### config.mk
export PLATFORM = sky130hd
export DESIGN_NAME = operand_fetch
export DESIGN_NICKNAME = d
export VERILOG_FILES = /design/src/rtl/operand_fetch.sv
export SDC_FILE = /design/constraint.sdc
export NUM_CORES = 1
export LEC_CHECK = 0
export CORE_ASPECT_RATIO = 0.6
export CORE_MARGIN = 2
export CORE_UTILIZATION = 55
export CTS_CLUSTER_SIZE = 24
export DETAILED_ROUTE_END_ITERATION = 8
export PLACE_DENSITY = 0.76
export SLEW_MARGIN = 10
export SYNTH_ARGS = -nofsm -noshare
export SYNTH_HDL_FRONTEND = slang
export SYNTH_SLANG_ARGS = --single-unit
### constraint.sdc
create_clock -name clk -period 11.4 [get_ports clk]
set_input_delay 3.42 -clock clk [delete_from_list [all_inputs] [get_ports clk]]
set_output_delay 3.42 -clock clk [all_outputs]
set_load 0.02 [all_outputs]
### src/rtl/operand_fetch.sv
// operand_fetch: 8x16 register file plus a two-step operand staging FSM
// (IDLE -> READ_A -> READ_B -> HOLD) that feeds Ain/Bin to the ALU under
// a valid/ready handshake.
// Optional feature macro: OPFETCH_BYPASS_EN. When it is defined, a write that
// targets the register being read in READ_A/READ_B is forwarded into A/B.
// When it is undefined, A/B load the contents from before the write.
module operand_fetch (
  input  logic        clk,
  input  logic        reset,
  input  logic        start,
  input  logic [2:0]  rn,
  input  logic [2:0]  rm,
  input  logic [1:0]  shift,
  input  logic        asel,
  input  logic        bsel,
  input  logic [15:0] imm,
  input  logic        write,
  input  logic [2:0]  wnum,
  input  logic [15:0] wdata,
  input  logic        ready,
  output logic        valid,
  output logic        busy,
  output logic [15:0] Ain,
  output logic [15:0] Bin
);

  typedef enum logic [1:0] {IDLE, READ_A, READ_B, HOLD} state_t;

  // Request fields captured on an accepted start.
  typedef struct packed {
    logic [2:0]  rn;
    logic [2:0]  rm;
    logic [1:0]  shift;
    logic        asel;
    logic        bsel;
    logic [15:0] imm;
  } req_t;

  state_t           state, state_nx;
  req_t             req_q;
  logic [7:0][15:0] rf;
  logic [15:0]      a_q, b_q;
  logic [2:0]       rd_num;
  logic [15:0]      rd_data;
  logic [15:0]      b_shifted;
  logic             accept, load_a, load_b;

  // Next-state and per-state strobes; start is only looked at in IDLE.
  always_comb begin
    state_nx = state;
    accept   = 1'b0;
    load_a   = 1'b0;
    load_b   = 1'b0;
    case (state)
      IDLE: begin
        if (start) begin
          accept   = 1'b1;
          state_nx = READ_A;
        end
      end
      READ_A: begin
        load_a   = 1'b1;
        state_nx = READ_B;
      end
      READ_B: begin
        load_b   = 1'b1;
        state_nx = HOLD;
      end
      HOLD: begin
        if (ready) state_nx = IDLE;
      end
      default: state_nx = IDLE;
    endcase
  end

  // Single read port: rn in READ_A, rm in READ_B, optionally bypassing a
  // same-cycle write to the same register.
  always_comb begin
    rd_num  = (state == READ_B) ? req_q.rm : req_q.rn;
    rd_data = rf[rd_num];
`ifdef OPFETCH_BYPASS_EN
    if (write && (wnum == rd_num)) rd_data = wdata;
`else
`endif
  end

  // 16-bit B-path shift, no carry out.
  always_comb begin
    case (req_q.shift)
      2'b01:   b_shifted = {b_q[14:0], 1'b0};
      2'b10:   b_shifted = {1'b0, b_q[15:1]};
      2'b11:   b_shifted = {b_q[15], b_q[15:1]};
      default: b_shifted = b_q;
    endcase
  end

  // State plus registered valid/busy, derived from the next state so both
  // change on the same edge as the FSM.
  always_ff @(posedge clk or posedge reset) begin
    if (reset) begin
      state <= IDLE;
      valid <= 1'b0;
      busy  <= 1'b0;
    end else begin
      state <= state_nx;
      valid <= (state_nx == HOLD);
      busy  <= (state_nx != IDLE);
    end
  end

  // Request latch, written only when start is accepted.
  always_ff @(posedge clk or posedge reset) begin
    if (reset)       req_q <= '0;
    else if (accept) req_q <= '{rn: rn, rm: rm, shift: shift, asel: asel,
                                bsel: bsel, imm: imm};
  end

  // Operand staging registers; later writes to the source register leave them alone.
  always_ff @(posedge clk or posedge reset) begin
    if (reset) begin
      a_q <= '0;
      b_q <= '0;
    end else begin
      if (load_a) a_q <= rd_data;
      if (load_b) b_q <= rd_data;
    end
  end

  // Register file write port, active in every state.
  always_ff @(posedge clk or posedge reset) begin
    if (reset)      rf <= '0;
    else if (write) rf[wnum] <= wdata;
  end

  // Operands are functions of registered state only, so they are stable while valid.
  assign Ain = req_q.asel ? 16'h0000 : a_q;
  assign Bin = req_q.bsel ? req_q.imm : b_shifted;

endmodule

### Yosys cells after proc, flatten, opt, wreduce, memory -nomap -nowiden

Index checks and enable logic that the tools add are counted.

* register bits: 190
* bits in writable memories: 0
* input bits: 50
* memory bits (read-only): 0
* latch bits: 0
* memories: 0

* shifts and indexed selects: 0
* order comparisons: 3
* muxes and demuxes: 16
* bitwise logic cells: 0
* multipliers: 0
* reduce and logical (&&, ||, !) cells: 3
* equal/unequal tests: 7
* div/mod/pow operators: 0
* add/subtract/negate cells: 0

Operator list (count)
* bitwise mux 128 bit: 1
* two-way mux 16 bit: 4
* binary-select mux 16 bit (select 3 bit): 1
* demux 16 bit (select 3 bit): 1
* case mux 16 bit (3 select lines): 1
* == test 2 bit (second input constant): 5
* less-than comparator 3 x 4 -> 1 bit (second input constant): 2
* case mux 2 bit (4 select lines): 1
* == test 2 x 1 -> 1 bit (second input constant): 2
* two-way mux 1 bit: 4
* two-way mux 2 bit: 2
* >= comparator 3 x 1 -> 1 bit (second input constant): 1
* two-way mux 3 bit: 1
* zero test 2 bit: 1
* nonzero test 2 bit: 1
* logical AND 1 bit: 1

### Depth between registers and ports, before layout

* depth in word-level cells: 5
* mapped depth: 8

### Least setup slack after synthesis

Ideal clock, no wire load.

* kind: reg2out
* from: register req_q[18] in the netlist's numbering
* to: output Bin[14]
* path buffers: 2
* cell stages (with the launch flop): 7
* arrival: 1.484 ns
* setup slack: 6.496 ns
* cell sequence: dfrtp_1 -> buf_2 -> buf_2 -> mux2i_1 -> nor2_1 -> a21oi_1 -> o21ai_0

* longest elaborated chain between the ends: 3

Ends and longest elaborated chain
* start, declared: RTL line 40 `req_t req_q;`
* start signal, assigned: RTL line 114 `else if (accept) req_q <= '{rn: rn, rm: rm, shift: shift, asel: asel,`
* == test 2 bit / == test 2 x 1 -> 1 bit (equally long branches): RTL line 89 `case (req_q.shift)`
* case mux 16 bit (3 select lines) *: RTL line 89
* two-way mux 16 bit *: RTL line 137 `assign Bin = req_q.bsel ? req_q.imm : b_shifted;`
* end, declared: RTL line 24 `output logic [15:0] Bin`

Mark *: on every way between the ends. The rest lies on a longest branch, timed or not.

### Final worst setup path

* from: register req_q[19] in the netlist's numbering
* to: output Bin[15]

The elaborated chain is that of the path after synthesis.

==> qor.yml <==
status: "complete, no violations"
wire_per_inst_microns: 20.99
post_drt_via_cell_ratio: 6.066
vdd_drop_max_uv: 148.7
cp-end-kind: "primary output"
synth_flop_cell: "dfrtp_1"
max_cap_viol_count: 0
finalMaxSlewViolations: 0
power_density_nw_per_um2: 283.8
n_antenna_cell: 0
timing.final.crit_share_pct: 53.37
fin_nets: 957
critical_path_required_ns: 7.98
synth-seq-cells: 190
syn2layout_area_growth_pct: 15.19
syn_area_per_cell_sq_um: 11.89
firstDrtPassIters: 5
cp-start-kind: "register"
grt_pass1_wl_mm: 39.27
drc: 0
cp.arrival_ns: 2.66
grt_pass1_vias: 7109
power_mw: 3.327
cts_hold_buf: 0
final_common_cell: "dfrtp_1"
mostFrequentLayoutCells: "dfrtp_1, mux2i_1, mux2_2"
path_clk_slew_ns: 0.07
timing.rr.start: "state[0]$_DFF_PP0_"
min-delay-start: "a_q[13]$_DFFE_PP0P_"
root_buffer: "clkbuf_16"
numPortBuffers: 83
worst_pin_slew_ns: 1.210
startpoint: "req_q[19]$_DFFE_PP0P_"
drive_gt1_share_pct: 23.48
synth-edff-count: 0
cts-resized-gates: 0
timing_hold_violations_final: 0
fin_crit_ns: 6.084
dpl.cell_count: 1127
dieArea_sq_um: 19650
syn_inst: 856
die_h_microns: 109.4
clk_path_buf_depth: 2
fin_skew_ns: 0.008708
utilization_pct: 64.73
post-cts-setup-buffers: 0
ys_types: 35
placed_cell_area_sq_um: 11070
grt_start_max_net_pins: 124
fin_cells: 1160
hold_path_class: "reg -> reg"
hpwlAfterDp_mm: 15.36
drt_iter0_markers: 415
relSlewSlack_pct: 19.25
tns_ns: 0
rsz0062_at_grt: "false"
initial_utilization_pct: 56.20
grt_use_total_pct: 25.86
die_x_microns: 179.6
cts_tree: "done"
yosys_warnings: 0
netlist_area_sq_um: 10180
cts_made_buffers: 17
antenna_found_initial: 0
dr_total_vias: 7037
async_reset_ff_share_pct: 100.0
critPathMaxFanout: 33
routed_wl_mm: 24.34
syn_nets: 906
cts_max_level: 4
rows: 38
io_pins: 84
drtAntennaViolNets: 0
total_leakage_power_nw: 5.059
clock.fmax_ghz: 0.1644
worstSkewPairLatency_ns: 0.44
finalSetupViolations: 0
core_area_sq_um: 18110
place.gp.congestion: 0.7930
grt_overflow: 0
timing_worst_setup_path_type: "reg -> out"
yosysSeqAreaShare_pct: 46.71
clock_sinks: 190
fin_area_sq_um: 11730
## metrics by stage
step	worst slack, ns	hold slack [ns]
CTS	5.306	0.4821
finish	5.316	0.4750
floorplan	2.810	0.4400
global placement	5.556	0.4549
detailed placement	5.473	0.4671
global route	5.103	0.5037
## sequential cells by signal, summed over array words and instances, names as in the netlist
name / flops
rf: 128
valid: 1
a_q: 16
req_q: 26
state: 2
b_q: 16
busy: 1
## layout make-up
| class | count | area (sq um) |
|---|---|---|
| tap | 240 | 300.3 |
| inverter | 4 | 22.52 |
| sequential | 190 | 4762 |
| clock inverter | 13 | 187.7 |
| fill | 1410 | 6389 |
| clock buffer | 19 | 452.9 |
| timing repair buffer | 94 | 920.9 |
| multi-input combinational | 600 | 5080 |
## cell usage after synthesis, drive strengths merged, types with 2 or more instances
cell	instances	share of area (%)
a21oi	15	0.74
nor2	80	3.0
inv	4	0.15
dfrtp	190	47
nor3b	5	0.53
nor2b	17	1.0
nand2	55	2.0
clkbuf	18	0.66
nor3	3	0.25
a31oi	4	0.84
mux2	154	17
nand2b	4	0.25
o31ai	30	2.2
buf	44	2.7
o21ai	18	0.88
mux2i	171	17
nand4b	3	0.26
o32ai	31	2.7
o41ai	2	0.32
## logic make-up (layout without fill, tap and decap cells)
family / Yosys count / count (layout) / synth area share, %
multiplexers: 325 / 325 / 33.89
flip-flops: 190 / 190 / 46.71
AND/OR/NAND/NOR: 173 / 173 / 7.842
AO/OA/AOI/OAI: 102 / 102 / 8.075
buffers and inverters: 66 / 130 / 3.491
## metal layers
metal / GRT usage (%) / part of all wire (%) / up-vias
li1: - / - / 3216
met1: 35.79 / 48 / 3627
met2: 42.20 / 46 / 168
met3: 5.730 / 5.1 / 26
met4: 5.807 / 1.1 / 0
met5: 0 / 0 / -
## path summary, 6_finish.rpt
check	endpoint	slack (ns)	cells past startpoint
min in group asynchronous	rf[3]$_DFFE_PP0P_	3.52	2
hold reg to reg	a_q[13]$_DFFE_PP0P_	0.47	2
hold / removal	a_q[13]$_DFFE_PP0P_	0.47	2
setup reg to reg	b_q[15]$_DFFE_PP0P_	8.47	5
setup / recovery	Bin[15]	5.32	4
max in group asynchronous	req_q[20]$_DFFE_PP0P_	6.31	3
## critical path, stage by stage, from the launching register on
cell             delay, ns
dfrtp_1               0.93
mux2_2                0.42
a22oi_1               0.18
o21ai_0               0.11
clkdlybuf4s50_1       0.59
## where the power goes
group          switching [mW]  internal (mW)  total (mW)
clock network           0.270          0.380       0.650
registers               0.276          0.888        1.16
logic                   0.795          0.717        1.51
No activity file was read; power rests on OpenSTA's default activity.
